[src/rtl/bram_word_loader.sv]
// ---------------------------------------------------------------------------
// bram_word_loader
//
// Purpose: collects a byte stream into WIDTH-bit words and writes WORDS of
// them into a downstream BRAM wrapper at consecutive word addresses
// 0..WORDS-1. Each write is a single-cycle request, after which the loader
// waits for the wrapper's completion strobe. Then it collects the next word.
//
// Ports:
//   clk_in           - sole clock, rising edge
//   rst_in           - synchronous active-high reset
//   start_in         - begin a load session (honoured only when idle)
//   byte_in          - streamed data byte
//   byte_valid_in    - byte_in is valid
//   byte_ready_out   - loader accepts a byte this cycle
//   addr_out         - word address to the wrapper
//   data_out         - assembled word to the wrapper
//   write_enable_out - single-cycle write request to the wrapper
//   finished_in      - wrapper reports the write is complete
//   busy_out         - session in progress
//   done_out         - one-cycle pulse at session end
// ---------------------------------------------------------------------------
module bram_word_loader #(
    parameter int ADDRS = 24,
    parameter int WIDTH = 256,
    parameter int WORDS = 24
) (
    input  logic                                      clk_in,
    input  logic                                      rst_in,
    input  logic                                      start_in,
    input  logic [7:0]                                byte_in,
    input  logic                                      byte_valid_in,
    output logic                                      byte_ready_out,
    output logic [((ADDRS > 1) ? $clog2(ADDRS) : 1)-1:0] addr_out,
    output logic [WIDTH-1:0]                          data_out,
    output logic                                      write_enable_out,
    input  logic                                      finished_in,
    output logic                                      busy_out,
    output logic                                      done_out
);

    localparam int BYTES = WIDTH / 8;
    localparam int AW    = (ADDRS > 1) ? $clog2(ADDRS) : 1;
    localparam int BCW   = (BYTES > 1) ? $clog2(BYTES) : 1;

    typedef enum logic [2:0] {
        S_IDLE,
        S_COLLECT,
        S_WRITE,
        S_WAIT,
        S_DONE
    } state_t;

    state_t          r_state;
    state_t          w_state_next;
    logic [BCW-1:0]  r_byte_cnt;
    logic [AW-1:0]   r_word_cnt;
    logic [AW-1:0]   r_addr;

    logic            w_start;
    logic            w_byte_fire;
    logic            w_last_byte;
    logic            w_last_word;
    logic            w_word_done;

    assign w_start     = (r_state == S_IDLE) && start_in;
    assign w_byte_fire = (r_state == S_COLLECT) && byte_valid_in;
    assign w_last_byte = (r_byte_cnt == BCW'(BYTES - 1));
    assign w_last_word = (r_word_cnt == AW'(WORDS - 1));
    // Completion strobe only counts while waiting; anywhere else it is noise.
    assign w_word_done = (r_state == S_WAIT) && finished_in;

    // ------------------------------------------------------------------
    // State register
    // ------------------------------------------------------------------
    always_ff @(posedge clk_in) begin
        if (rst_in) begin
            r_state <= S_IDLE;
        end else begin
            r_state <= w_state_next;
        end
    end

    // ------------------------------------------------------------------
    // Next state and Moore outputs
    // ------------------------------------------------------------------
    always_comb begin
        w_state_next     = r_state;
        byte_ready_out   = 1'b0;
        write_enable_out = 1'b0;
        done_out         = 1'b0;
        busy_out         = (r_state != S_IDLE);
        case (r_state)
            S_IDLE: begin
                if (start_in) begin
                    w_state_next = S_COLLECT;
                end
            end
            S_COLLECT: begin
                byte_ready_out = 1'b1;
                if (byte_valid_in && w_last_byte) begin
                    w_state_next = S_WRITE;
                end
            end
            S_WRITE: begin
                write_enable_out = 1'b1;
                w_state_next     = S_WAIT;
            end
            S_WAIT: begin
                if (finished_in) begin
                    w_state_next = w_last_word ? S_DONE : S_COLLECT;
                end
            end
            S_DONE: begin
                done_out     = 1'b1;
                w_state_next = S_IDLE;
            end
            default: begin
                w_state_next = S_IDLE;
            end
        endcase
    end

    // ------------------------------------------------------------------
    // Byte, word and address counters
    // ------------------------------------------------------------------
    always_ff @(posedge clk_in) begin
        if (rst_in) begin
            r_byte_cnt <= '0;
            r_word_cnt <= '0;
            r_addr     <= '0;
        end else if (w_start) begin
            r_byte_cnt <= '0;
            r_word_cnt <= '0;
            r_addr     <= '0;
        end else if (w_byte_fire) begin
            r_byte_cnt <= w_last_byte ? '0 : r_byte_cnt + 1'b1;
        end else if (w_word_done && !w_last_word) begin
            // Last word stays on its address: no wrap inside a session.
            r_byte_cnt <= '0;
            r_word_cnt <= r_word_cnt + 1'b1;
            r_addr     <= r_addr + 1'b1;
        end
    end

    assign addr_out = r_addr;

    // ------------------------------------------------------------------
    // Byte lanes: the k-th byte of a word lands in bits [8k+7:8k]. Lanes only
    // load in COLLECT, so the word is frozen through WRITE and WAIT.
    // ------------------------------------------------------------------
    genvar gi;
    generate
        for (gi = 0; gi < BYTES; gi++) begin : g_lane
            logic [7:0] r_lane;
            always_ff @(posedge clk_in) begin
                if (rst_in || w_start) begin
                    r_lane <= '0;
                end else if (w_byte_fire && (r_byte_cnt == BCW'(gi))) begin
                    r_lane <= byte_in;
                end
            end
            assign data_out[gi*8 +: 8] = r_lane;
        end
    endgenerate

endmodule

[config.mk]
export PLATFORM = sky130hd
export DESIGN_NAME = bram_word_loader
export DESIGN_NICKNAME = d
export VERILOG_FILES = /design/src/rtl/bram_word_loader.sv
export SDC_FILE = /design/constraint.sdc
export NUM_CORES = 1
export LEC_CHECK = 0
export BUFFER_PORTS_ARGS = -buffer_cell sky130_fd_sc_hd__buf_4
export CELL_PAD_IN_SITES_DETAIL_PLACEMENT = 1
export CELL_PAD_IN_SITES_GLOBAL_PLACEMENT = 2
export CORE_ASPECT_RATIO = 1.1
export CORE_MARGIN = 2
export CORE_UTILIZATION = 35
export DETAILED_ROUTE_END_ITERATION = 8
export GPL_ROUTABILITY_DRIVEN = 0
export MAX_ROUTING_LAYER = met4
export PLACE_DENSITY_LB_ADDON = 0.1
export REMOVE_ABC_BUFFERS = 1
export SLEW_MARGIN = 20
export SYNTH_ARGS = -nofsm -noshare
export SYNTH_HDL_FRONTEND = slang
export SYNTH_SLANG_ARGS = --single-unit
export TNS_END_PERCENT = 100
[constraint.sdc]
create_clock -name clk_in -period 4.3 [get_ports clk_in]
set_input_delay 0.43 -clock clk_in [delete_from_list [all_inputs] [get_ports clk_in]]
set_output_delay 0.43 -clock clk_in [all_outputs]
set_load 0.1 [all_outputs]
==> results of run 1 <==
-- Yosys cell counts, types with 3 or more instances --
| library cell | count |
|---|---|
| o21ai_0 | 24 |
| nand2_1 | 33 |
| or4_1 | 4 |
| or3_1 | 5 |
| nand3_1 | 271 |
| clkbuf_1 | 27 |
| a21oi_1 | 29 |
| inv_1 | 7 |
| nor3b_1 | 3 |
| buf_1 | 22 |
| buf_2 | 56 |
| dfxtp_1 | 274 |
| o31ai_1 | 3 |
| nor4b_2 | 3 |
| ha_1 | 8 |
| o211ai_1 | 4 |
| nand3_2 | 3 |
| mux2i_1 | 241 |
| and4b_1 | 7 |
-- power by group --
group          internal (uW)  switching [uW]
Sequential              2540            9.05
Clock                   1520            1050
Combinational           44.5             251
Total                   4110            1310
-- worst reg2reg max path, stage by stage, from the launching register on --
cell and delay, ns:
dfxtp_1 0.70, or4b_4 0.62, nand3_2 0.93, mux2i_1 0.46
-- layer usage --
layer	vias to the layer above	wire [um]	track usage
met3	32	1790	0.0350
li1	4183	-	-
met1	4380	16100	0.285
met5	-	0	-
met4	0	452	0.0378
met2	198	17400	0.369
-- metrics by stage --
stage | instance area (um^2) | hold slack [ns] | power [uW]
detailed placement | 13000 | 0.463 | 2910
global route | 13900 | 0.0972 | 5610
floorplan | 10300 | 0.467 | 2780
finish | 13900 | 0.113 | 5420
global placement | 13000 | 0.456 | 2910
CTS | 13900 | 0.0874 | 5490
-- final timing paths --
kind         slack, ns                                 to  cells past startpoint
min               0.11            r_state[2]$_SDFFE_PP0P_                      2
max               1.48  g_lane[25].r_lane[6]$_SDFFE_PP0P_                      3
max reg2reg       1.48  g_lane[25].r_lane[6]$_SDFFE_PP0P_                      3
min reg2reg       0.47  g_lane[24].r_lane[3]$_SDFFE_PP0P_                      2
-- sequential cells by signal, indices dropped and copies added, names as in the netlist --
signal and count:
addr_out 5, g_lane.r_lane 256, r_byte_cnt 5, r_state 3, r_word_cnt 5
-- cells in the final DEF, fill, tap and decap left out, drive strengths merged, types with 4 or more instances in the layout --
cell type / synthesis / final
a21oi: 29 / 29
and4b: 7 / 7
buf: 79 / 286
clkbuf: 27 / 46
clkinv: 1 / 5
dfxtp: 274 / 274
ha: 8 / 8
inv: 7 / 9
mux2i: 241 / 241
nand2: 33 / 33
nand3: 274 / 274
o211ai: 4 / 4
o21ai: 24 / 24
or3: 5 / 5
or4: 4 / 4
-- cell type report --
class	count	area [um^2]	area share
clock inverters	7	63.8	0.00458
inverters	8	37.5	0.00269
repair buffers	286	2150	0.154
well taps	414	518	0.0372
clock buffers	46	922	0.0661
multi-input cells	663	4770	0.342
flip-flops and latches	274	5490	0.393
-- cell families (layout without fill, tap and decap cells) --
logic type | after synthesis | after routing
AOI/OAI and AO/OA | 67 | 67
DFF | 274 | 274
buffers and inverters | 114 | 347
and+or+nand+nor | 347 | 347
adders and majority gates | 8 | 8
muxes | 241 | 241
==> flow_results.xml, run 1 <==
<?xml version="1.0" encoding="UTF-8"?>
<metrics>
  <group name="run_status">
    <metric name="status" unit="">complete, no violations</metric>
  </group>
  <group name="logic_synthesis">
    <metric name="synth.mux.area_fraction" unit="">0.225</metric>
    <metric name="yosys_warnings" unit="">0</metric>
    <metric name="postSynth.topFlopCell" unit="">dfxtp_1</metric>
    <metric name="main_combinational_cell_family_by_area_after_synthesis" unit="">multiplexers</metric>
    <metric name="post-synth-top-area-cell" unit="">dfxtp_1</metric>
    <metric name="syn_inst" unit="">1051</metric>
    <metric name="synth-adder-area-share" unit="">0.00933</metric>
    <metric name="mappedNetlistArea" unit="um^2">10700</metric>
    <metric name="ys_types" unit="">39</metric>
    <metric name="yosys_register_bits" unit="">274</metric>
    <metric name="synth.top_cell.area_share" unit="">0.511</metric>
    <metric name="synth.area.top_cells" unit="">dfxtp_1 51%, mux2i_1 22%, nand3_1 13%, buf_2 2.6%, a21oi_1 1.4%</metric>
    <metric name="synth-compound-area-share" unit="">0.0345</metric>
    <metric name="post_synthesis_async_set_or_reset_flop_share" unit="">0</metric>
    <metric name="fraction_of_synthesized_cell_area_in_xor_and_xnor_cells" unit="">0</metric>
    <metric name="post_synth_and_or_nand_nor_area_fraction" unit="">0.173</metric>
    <metric name="number_of_enable_type_register_cells_in_the_synthesized_netlist" unit="">0</metric>
    <metric name="synth_area_per_cell" unit="um^2">10.2</metric>
    <metric name="yosysSeqAreaShare" unit="">0.511</metric>
  </group>
  <group name="global_routing">
    <metric name="gr-usage-all-layers" unit="">0.221</metric>
    <metric name="grt_start_max_net_pins" unit="">101</metric>
    <metric name="grt_pass1_wl" unit="um">54000</metric>
    <metric name="grt_overflow_total" unit="">0</metric>
    <metric name="number_of_antenna_violations_at_the_first_check_in_global_routing" unit="">0</metric>
    <metric name="first_global_vias" unit="">8843</metric>
  </group>
  <group name="cts">
    <metric name="postCtsSetupRepairBufs" unit="">0</metric>
    <metric name="clk-insertion-delay-late" unit="ns">0.55</metric>
    <metric name="cts_resized" unit="">0</metric>
    <metric name="cts-root-to-sink-buffers" unit="">3</metric>
    <metric name="clk_root_buffer_cell" unit="">clkbuf_16</metric>
    <metric name="cts_tree" unit="">yes</metric>
    <metric name="tritoncts.num_buffers" unit="">30</metric>
    <metric name="cts_num_sinks" unit="">274</metric>
    <metric name="h-tree-depth" unit="">1</metric>
    <metric name="cts.hold.buffers_added" unit="">0</metric>
    <metric name="clk_transition_reported_paths" unit="ns">0.06</metric>
  </group>
  <group name="finish">
    <metric name="final_util" unit="">0.459</metric>
    <metric name="fillers" unit="">3403</metric>
    <metric name="insertedDiodeCount" unit="">0</metric>
    <metric name="post_route_cells_drive_above_1_share" unit="">0.272</metric>
    <metric name="layoutNonFillerInstCount" unit="">1698</metric>
    <metric name="areaGrowthSynthToFinish" unit="%">30.0</metric>
    <metric name="finalNetCount" unit="">1284</metric>
  </group>
  <group name="placed_design">
    <metric name="placement.io_buffers" unit="">277</metric>
    <metric name="place.detailed.instances" unit="">1645</metric>
    <metric name="hpwlAfterDp" unit="um">22400</metric>
    <metric name="placement.setup.worst_slack" unit="ns">1.46</metric>
  </group>
  <group name="sta">
    <metric name="setup_viol" unit="">0</metric>
    <metric name="min_period_over_period" unit="">0.655</metric>
    <metric name="timing.slew.headroom" unit="">0.269</metric>
    <metric name="rsz0062_at_grt" unit="">no</metric>
    <metric name="tightestPinTransition" unit="ns">1.10</metric>
    <metric name="post-route-min-period" unit="ns">2.82</metric>
    <metric name="worst_clock_skew" unit="ns">0.0167</metric>
    <metric name="max_freq" unit="MHz">355</metric>
    <metric name="final_hold_viol_count" unit="">0</metric>
    <metric name="setup_tns" unit="ns">0</metric>
    <metric name="postLayoutSetupSlackWorst" unit="ns">1.48</metric>
    <metric name="timing.final.max_slew_violations" unit="">0</metric>
  </group>
  <group name="worst_setup_path">
    <metric name="worst_setup_path_start_kind" unit="">flop</metric>
    <metric name="timing.critical_path.to_type" unit="">flop</metric>
    <metric name="critical_path.n_buffers_inverters" unit="">0</metric>
    <metric name="crit_path_max_fanout" unit="">41</metric>
    <metric name="crit_slowest_cell" unit="">nand3_2</metric>
    <metric name="worst_ep_arrival_time" unit="ns">3.25</metric>
    <metric name="rr_startpoint" unit="">r_state[2]$_SDFFE_PP0P_</metric>
    <metric name="timing.critical_path.cells" unit="">or4b_4 &gt; nand3_2 &gt; mux2i_1</metric>
    <metric name="path_type_of_the_worst_setup_path" unit="">flop to flop</metric>
    <metric name="required" unit="ns">4.74</metric>
    <metric name="crit_path_start" unit="">r_state[2]$_SDFFE_PP0P_</metric>
    <metric name="slowest_delay" unit="ns">0.92</metric>
    <metric name="worst_path_dominant_cell_family" unit="">simple AND/OR/NAND/NOR gates</metric>
  </group>
  <group name="hold_path">
    <metric name="timing.hold.worst.class" unit="">input pin to flop</metric>
    <metric name="hp-start" unit="">rst_in</metric>
  </group>
  <group name="routing">
    <metric name="post_drt_via_cell_ratio" unit="">5.18</metric>
    <metric name="wl_per_cell" unit="um">21.1</metric>
    <metric name="antenna_left" unit="">0</metric>
    <metric name="dr.pass1.iters" unit="">4</metric>
    <metric name="total_wirelength_of_the_detailed_routed_design" unit="um">35800</metric>
    <metric name="dr_total_vias" unit="">8793</metric>
    <metric name="detail_route.iter0.violations" unit="">446</metric>
    <metric name="post-route-drc-count" unit="">0</metric>
  </group>
  <group name="floorplanning">
    <metric name="rows" unit="">67</metric>
    <metric name="initial_core_util" unit="">0.353</metric>
    <metric name="vertical_die_dimension" unit="um">188</metric>
    <metric name="core-area" unit="um^2">30300</metric>
    <metric name="dieArea" unit="um^2">32100</metric>
    <metric name="ios" unit="">278</metric>
    <metric name="die_width" unit="um">171</metric>
  </group>
  <group name="run">
    <metric name="cap_violations" unit="">0</metric>
  </group>
  <group name="pwr">
    <metric name="power_per_cell_area" unit="nW/um^2">389</metric>
    <metric name="p_leak" unit="uW">0.00699</metric>
    <metric name="vdd.ir_drop.worst" unit="mV">0.236</metric>
  </group>
</metrics>
Note: power is estimated with default switching activity, not from simulation.
==> run 2, diff against run 1 <==
--- a/config.mk
+++ b/config.mk
@@ -5,12 +5,13 @@
 export SDC_FILE = /design/constraint.sdc
 export NUM_CORES = 1
 export LEC_CHECK = 0
+export ABC_AREA = 1
 export BUFFER_PORTS_ARGS = -buffer_cell sky130_fd_sc_hd__buf_4
 export CELL_PAD_IN_SITES_DETAIL_PLACEMENT = 1
 export CELL_PAD_IN_SITES_GLOBAL_PLACEMENT = 2
 export CORE_ASPECT_RATIO = 1.1
 export CORE_MARGIN = 2
-export CORE_UTILIZATION = 35
+export CORE_UTILIZATION = 29
 export DETAILED_ROUTE_END_ITERATION = 8
 export GPL_ROUTABILITY_DRIVEN = 0
 export MAX_ROUTING_LAYER = met4
==> constraint.sdc (replaced) <==
create_clock -name clk_in -period 2.73 [get_ports clk_in]
set_input_delay 0.273 -clock clk_in [delete_from_list [all_inputs] [get_ports clk_in]]
set_output_delay 0.273 -clock clk_in [all_outputs]
set_load 0.1 [all_outputs]
==> flow_results.xml, run 2 <==
<?xml version="1.0" encoding="UTF-8"?>
<metrics>
  <group name="worst_setup_path">
    <metric name="worst_setup_path_start_kind" unit="">flop</metric>
    <metric name="critical_path.most_common_cell" unit="">nor2_1</metric>
    <metric name="critical_path.n_buffers_inverters" unit="">4</metric>
    <metric name="crit_slowest_cell" unit="">dfxtp_1</metric>
    <metric name="timing.critical_path.cells" unit="">inv_1 &gt; nor2_1 &gt; ha_1 &gt; inv_1 &gt; nor2_1 &gt; buf_4 &gt; inv_1 &gt; nor2_1 &gt; nor2_1</metric>
    <metric name="crit_path_max_fanout" unit="">11</metric>
    <metric name="worst_path_dominant_cell_family" unit="">buffers and inverters</metric>
    <metric name="timing.critical_path.to_type" unit="">flop</metric>
    <metric name="worst_ep_arrival_time" unit="ns">2.44</metric>
    <metric name="slowest_delay" unit="ns">0.58</metric>
    <metric name="worst-r2r-setup-slack" unit="ns">0.69</metric>
    <metric name="path_type_of_the_worst_setup_path" unit="">flop to flop</metric>
    <metric name="required" unit="ns">3.14</metric>
  </group>
  <group name="cts">
    <metric name="postCtsSetupRepairBufs" unit="">0</metric>
    <metric name="tritoncts.num_buffers" unit="">34</metric>
    <metric name="h-tree-depth" unit="">2</metric>
    <metric name="cts_num_sinks" unit="">274</metric>
    <metric name="clk_root_buffer_cell" unit="">clkbuf_16</metric>
    <metric name="cts_tree" unit="">yes</metric>
    <metric name="clk_transition_reported_paths" unit="ns">0.06</metric>
    <metric name="cts-root-to-sink-buffers" unit="">3</metric>
    <metric name="clk-insertion-delay-late" unit="ns">0.51</metric>
  </group>
  <group name="floorplanning">
    <metric name="initial_core_util" unit="">0.295</metric>
    <metric name="ios" unit="">278</metric>
    <metric name="core-area" unit="um^2">35300</metric>
    <metric name="die_width" unit="um">185</metric>
    <metric name="vertical_die_dimension" unit="um">203</metric>
    <metric name="rows" unit="">72</metric>
    <metric name="dieArea" unit="um^2">37500</metric>
  </group>
  <group name="logic_synthesis">
    <metric name="post-synth-top-area-cell" unit="">dfxtp_1</metric>
    <metric name="synthTopCellsByCount" unit="">278 x nand2_1, 274 x dfxtp_1, 228 x nor2_1, 163 x a21oi_1, 151 x nand3_1</metric>
    <metric name="synth.mux.area_fraction" unit="">0</metric>
    <metric name="yosys_register_bits" unit="">274</metric>
    <metric name="mappedNetlistArea" unit="um^2">10400</metric>
    <metric name="yosysSeqAreaShare" unit="">0.526</metric>
    <metric name="post_synth_and_or_nand_nor_area_fraction" unit="">0.283</metric>
    <metric name="synth.top_cell.area_share" unit="">0.526</metric>
    <metric name="yosysMostFrequentCell" unit="">nand2_1</metric>
    <metric name="number_of_enable_type_register_cells_in_the_synthesized_netlist" unit="">0</metric>
    <metric name="post_synthesis_async_set_or_reset_flop_share" unit="">0</metric>
    <metric name="synth-compound-area-share" unit="">0.123</metric>
    <metric name="ys_types" unit="">26</metric>
    <metric name="fraction_of_synthesized_cell_area_in_xor_and_xnor_cells" unit="">0.00336</metric>
    <metric name="synth_area_per_cell" unit="um^2">7.63</metric>
    <metric name="syn_inst" unit="">1367</metric>
    <metric name="synth.area.top_cells" unit="">dfxtp_1 53%, nand2_1 10%, nor2_1 8.2%, a21oi_1 7.8%, nand3_1 7.3%</metric>
    <metric name="main_combinational_cell_family_by_area_after_synthesis" unit="">simple AND/OR/NAND/NOR gates</metric>
    <metric name="postSynth.topFlopCell" unit="">dfxtp_1</metric>
    <metric name="yosys_warnings" unit="">0</metric>
    <metric name="synth-adder-area-share" unit="">0.00960</metric>
  </group>
  <group name="finish">
    <metric name="seqCellArea" unit="um^2">5490</metric>
    <metric name="insertedDiodeCount" unit="">0</metric>
    <metric name="finalNetCount" unit="">1639</metric>
    <metric name="areaGrowthSynthToFinish" unit="%">34.6</metric>
    <metric name="post_route_cells_drive_above_1_share" unit="">0.233</metric>
    <metric name="registers.top_by_ff_count" unit="">g_lane.r_lane</metric>
    <metric name="final_common_cell" unit="">buf_4</metric>
    <metric name="final_util" unit="">0.397</metric>
    <metric name="fillers" unit="">4349</metric>
    <metric name="multi_input_comb_area" unit="um^2">4380</metric>
    <metric name="largest_reg_flops" unit="">256</metric>
    <metric name="layout.cells.most_common_list" unit="">291 x buf_4, 278 x nand2_1, 274 x dfxtp_1</metric>
    <metric name="stdcell_area" unit="um^2">14000</metric>
  </group>
  <group name="sta">
    <metric name="timing.slew.headroom" unit="">0.506</metric>
    <metric name="max_freq" unit="MHz">491</metric>
    <metric name="min_period_over_period" unit="">0.746</metric>
    <metric name="post-route-min-period" unit="ns">2.04</metric>
    <metric name="timing.final.max_slew_violations" unit="">0</metric>
    <metric name="final_hold_viol_count" unit="">0</metric>
    <metric name="rsz0062_at_grt" unit="">no</metric>
    <metric name="postLayoutSetupSlackWorst" unit="ns">0.695</metric>
    <metric name="tightestPinTransition" unit="ns">0.741</metric>
    <metric name="setup_viol" unit="">0</metric>
    <metric name="worst_clock_skew" unit="ns">0.0127</metric>
  </group>
  <group name="global_routing">
    <metric name="grt_pass1_wl" unit="um">58200</metric>
    <metric name="number_of_antenna_violations_at_the_first_check_in_global_routing" unit="">0</metric>
    <metric name="gr-usage-all-layers" unit="">0.205</metric>
    <metric name="grt_overflow_total" unit="">0</metric>
    <metric name="grt_start_max_net_pins" unit="">153</metric>
    <metric name="first_global_vias" unit="">9912</metric>
  </group>
  <group name="routing">
    <metric name="post-route-drc-count" unit="">0</metric>
    <metric name="dr.pass1.iters" unit="">4</metric>
    <metric name="wl_per_cell" unit="um">18.0</metric>
    <metric name="antenna_left" unit="">0</metric>
    <metric name="total_wirelength_of_the_detailed_routed_design" unit="um">38200</metric>
    <metric name="post_drt_via_cell_ratio" unit="">4.73</metric>
    <metric name="dr_total_vias" unit="">10037</metric>
    <metric name="detail_route.iter0.violations" unit="">421</metric>
  </group>
  <group name="pwr">
    <metric name="p_leak" unit="uW">0.00551</metric>
    <metric name="swShare" unit="">0.252</metric>
    <metric name="net-switching-power" unit="uW">2340</metric>
    <metric name="cell_internal_power" unit="uW">6960</metric>
    <metric name="clkPwrFrac" unit="">0.487</metric>
    <metric name="vdd.ir_drop.worst" unit="mV">0.379</metric>
    <metric name="power_per_cell_area" unit="nW/um^2">663</metric>
    <metric name="share_seq_of_total_power" unit="">0.434</metric>
    <metric name="power.combinational.fraction" unit="">0.079</metric>
  </group>
  <group name="placed_design">
    <metric name="placement.io_buffers" unit="">277</metric>
    <metric name="total_placed_instance_area" unit="um^2">12900</metric>
    <metric name="hpwlAfterDp" unit="um">24200</metric>
    <metric name="placement.setup.worst_slack" unit="ns">0.686</metric>
  </group>
  <group name="run_status">
    <metric name="status" unit="">complete, no violations</metric>
  </group>
  <group name="hold_path">
    <metric name="timing.hold.worst.class" unit="">input pin to flop</metric>
  </group>
  <group name="run">
    <metric name="cap_violations" unit="">0</metric>
  </group>
</metrics>
==> run 2: stage by stage <==
| stage | hold slack, ns | power (uW) | setup TNS, ns | instances |
|---|---|---|---|---|
| after floorplan | 0.351 | 4540 | -179.12 | 1285 |
| after global placement | 0.449 | 4860 | 0 | 2062 |
| after detailed placement | 0.454 | 4870 | 0 | 2062 |
| after CTS | 0.164 | 9450 | 0 | 2122 |
| after global routing | 0.202 | 9660 | 0 | 2122 |
| final | 0.183 | 9300 | 0 | 2122 |
==> run 2: final timing paths <==
kind,startpoint,end,depth (start not counted)
worst min-delay path,start_in,r_state[0]$_SDFFE_PP0P_,5
worst max register to register,r_byte_cnt[3]$_SDFFE_PP0P_,g_lane[15].r_lane[3]$_SDFFE_PP0P_,9
worst min register to register,g_lane[25].r_lane[3]$_SDFFE_PP0P_,g_lane[25].r_lane[3]$_SDFFE_PP0P_,2
worst max-delay path,r_byte_cnt[3]$_SDFFE_PP0P_,g_lane[15].r_lane[3]$_SDFFE_PP0P_,9
==> run 2: what timing repair did <==
action	in CTS	in global routing
setup endpoints to repair	0	0
resized for setup	0	0
endpoints found under the hold margin	1	0
hold buffers	1	0
==> run 2: cells by family after synthesis <==
group,count (synthesis)
buffers and inverters,119
AOI/OAI and AO/OA,256
and+or+nand+nor,706
adders and majority gates,8
DFF,274
xor gates and xnor gates,4
==> run 2: area by class of cell <==
class	count	share of cell area
clock inverter	6	0.00392
multi-input combinational	974	0.312
inverter	37	0.0102
tap	481	0.0429
sequential	274	0.391
timing repair buffer	297	0.164
clock buffer	53	0.0767
==> run 2: power by group through the flow <==
stage | clock (uW) | combinational, uW | sequential, uW
finish | 4530 | 738 | 4030
global route | 4820 | 801 | 4030
CTS | 4670 | 748 | 4030
detailed placement | 0 | 745 | 4120
global placement | 0 | 742 | 4120
floorplan | 0 | 361 | 4180
==> run 2: worst register-to-register path: cells and delay by family, from the launching register on <==
kind	cells	cell delay [ns]
buf+inv	4	0.63
simple gates	4	0.52
fa+ha+maj	1	0.20
flops	1	0.58
==> run 2: metal layers <==
| layer | GRT usage | routed length [um] |
|---|---|---|
| met5 | - | 0 |
| met4 | 0.0451 | 593 |
| met3 | 0.0509 | 2280 |
| met2 | 0.340 | 18200 |
| met1 | 0.252 | 17100 |
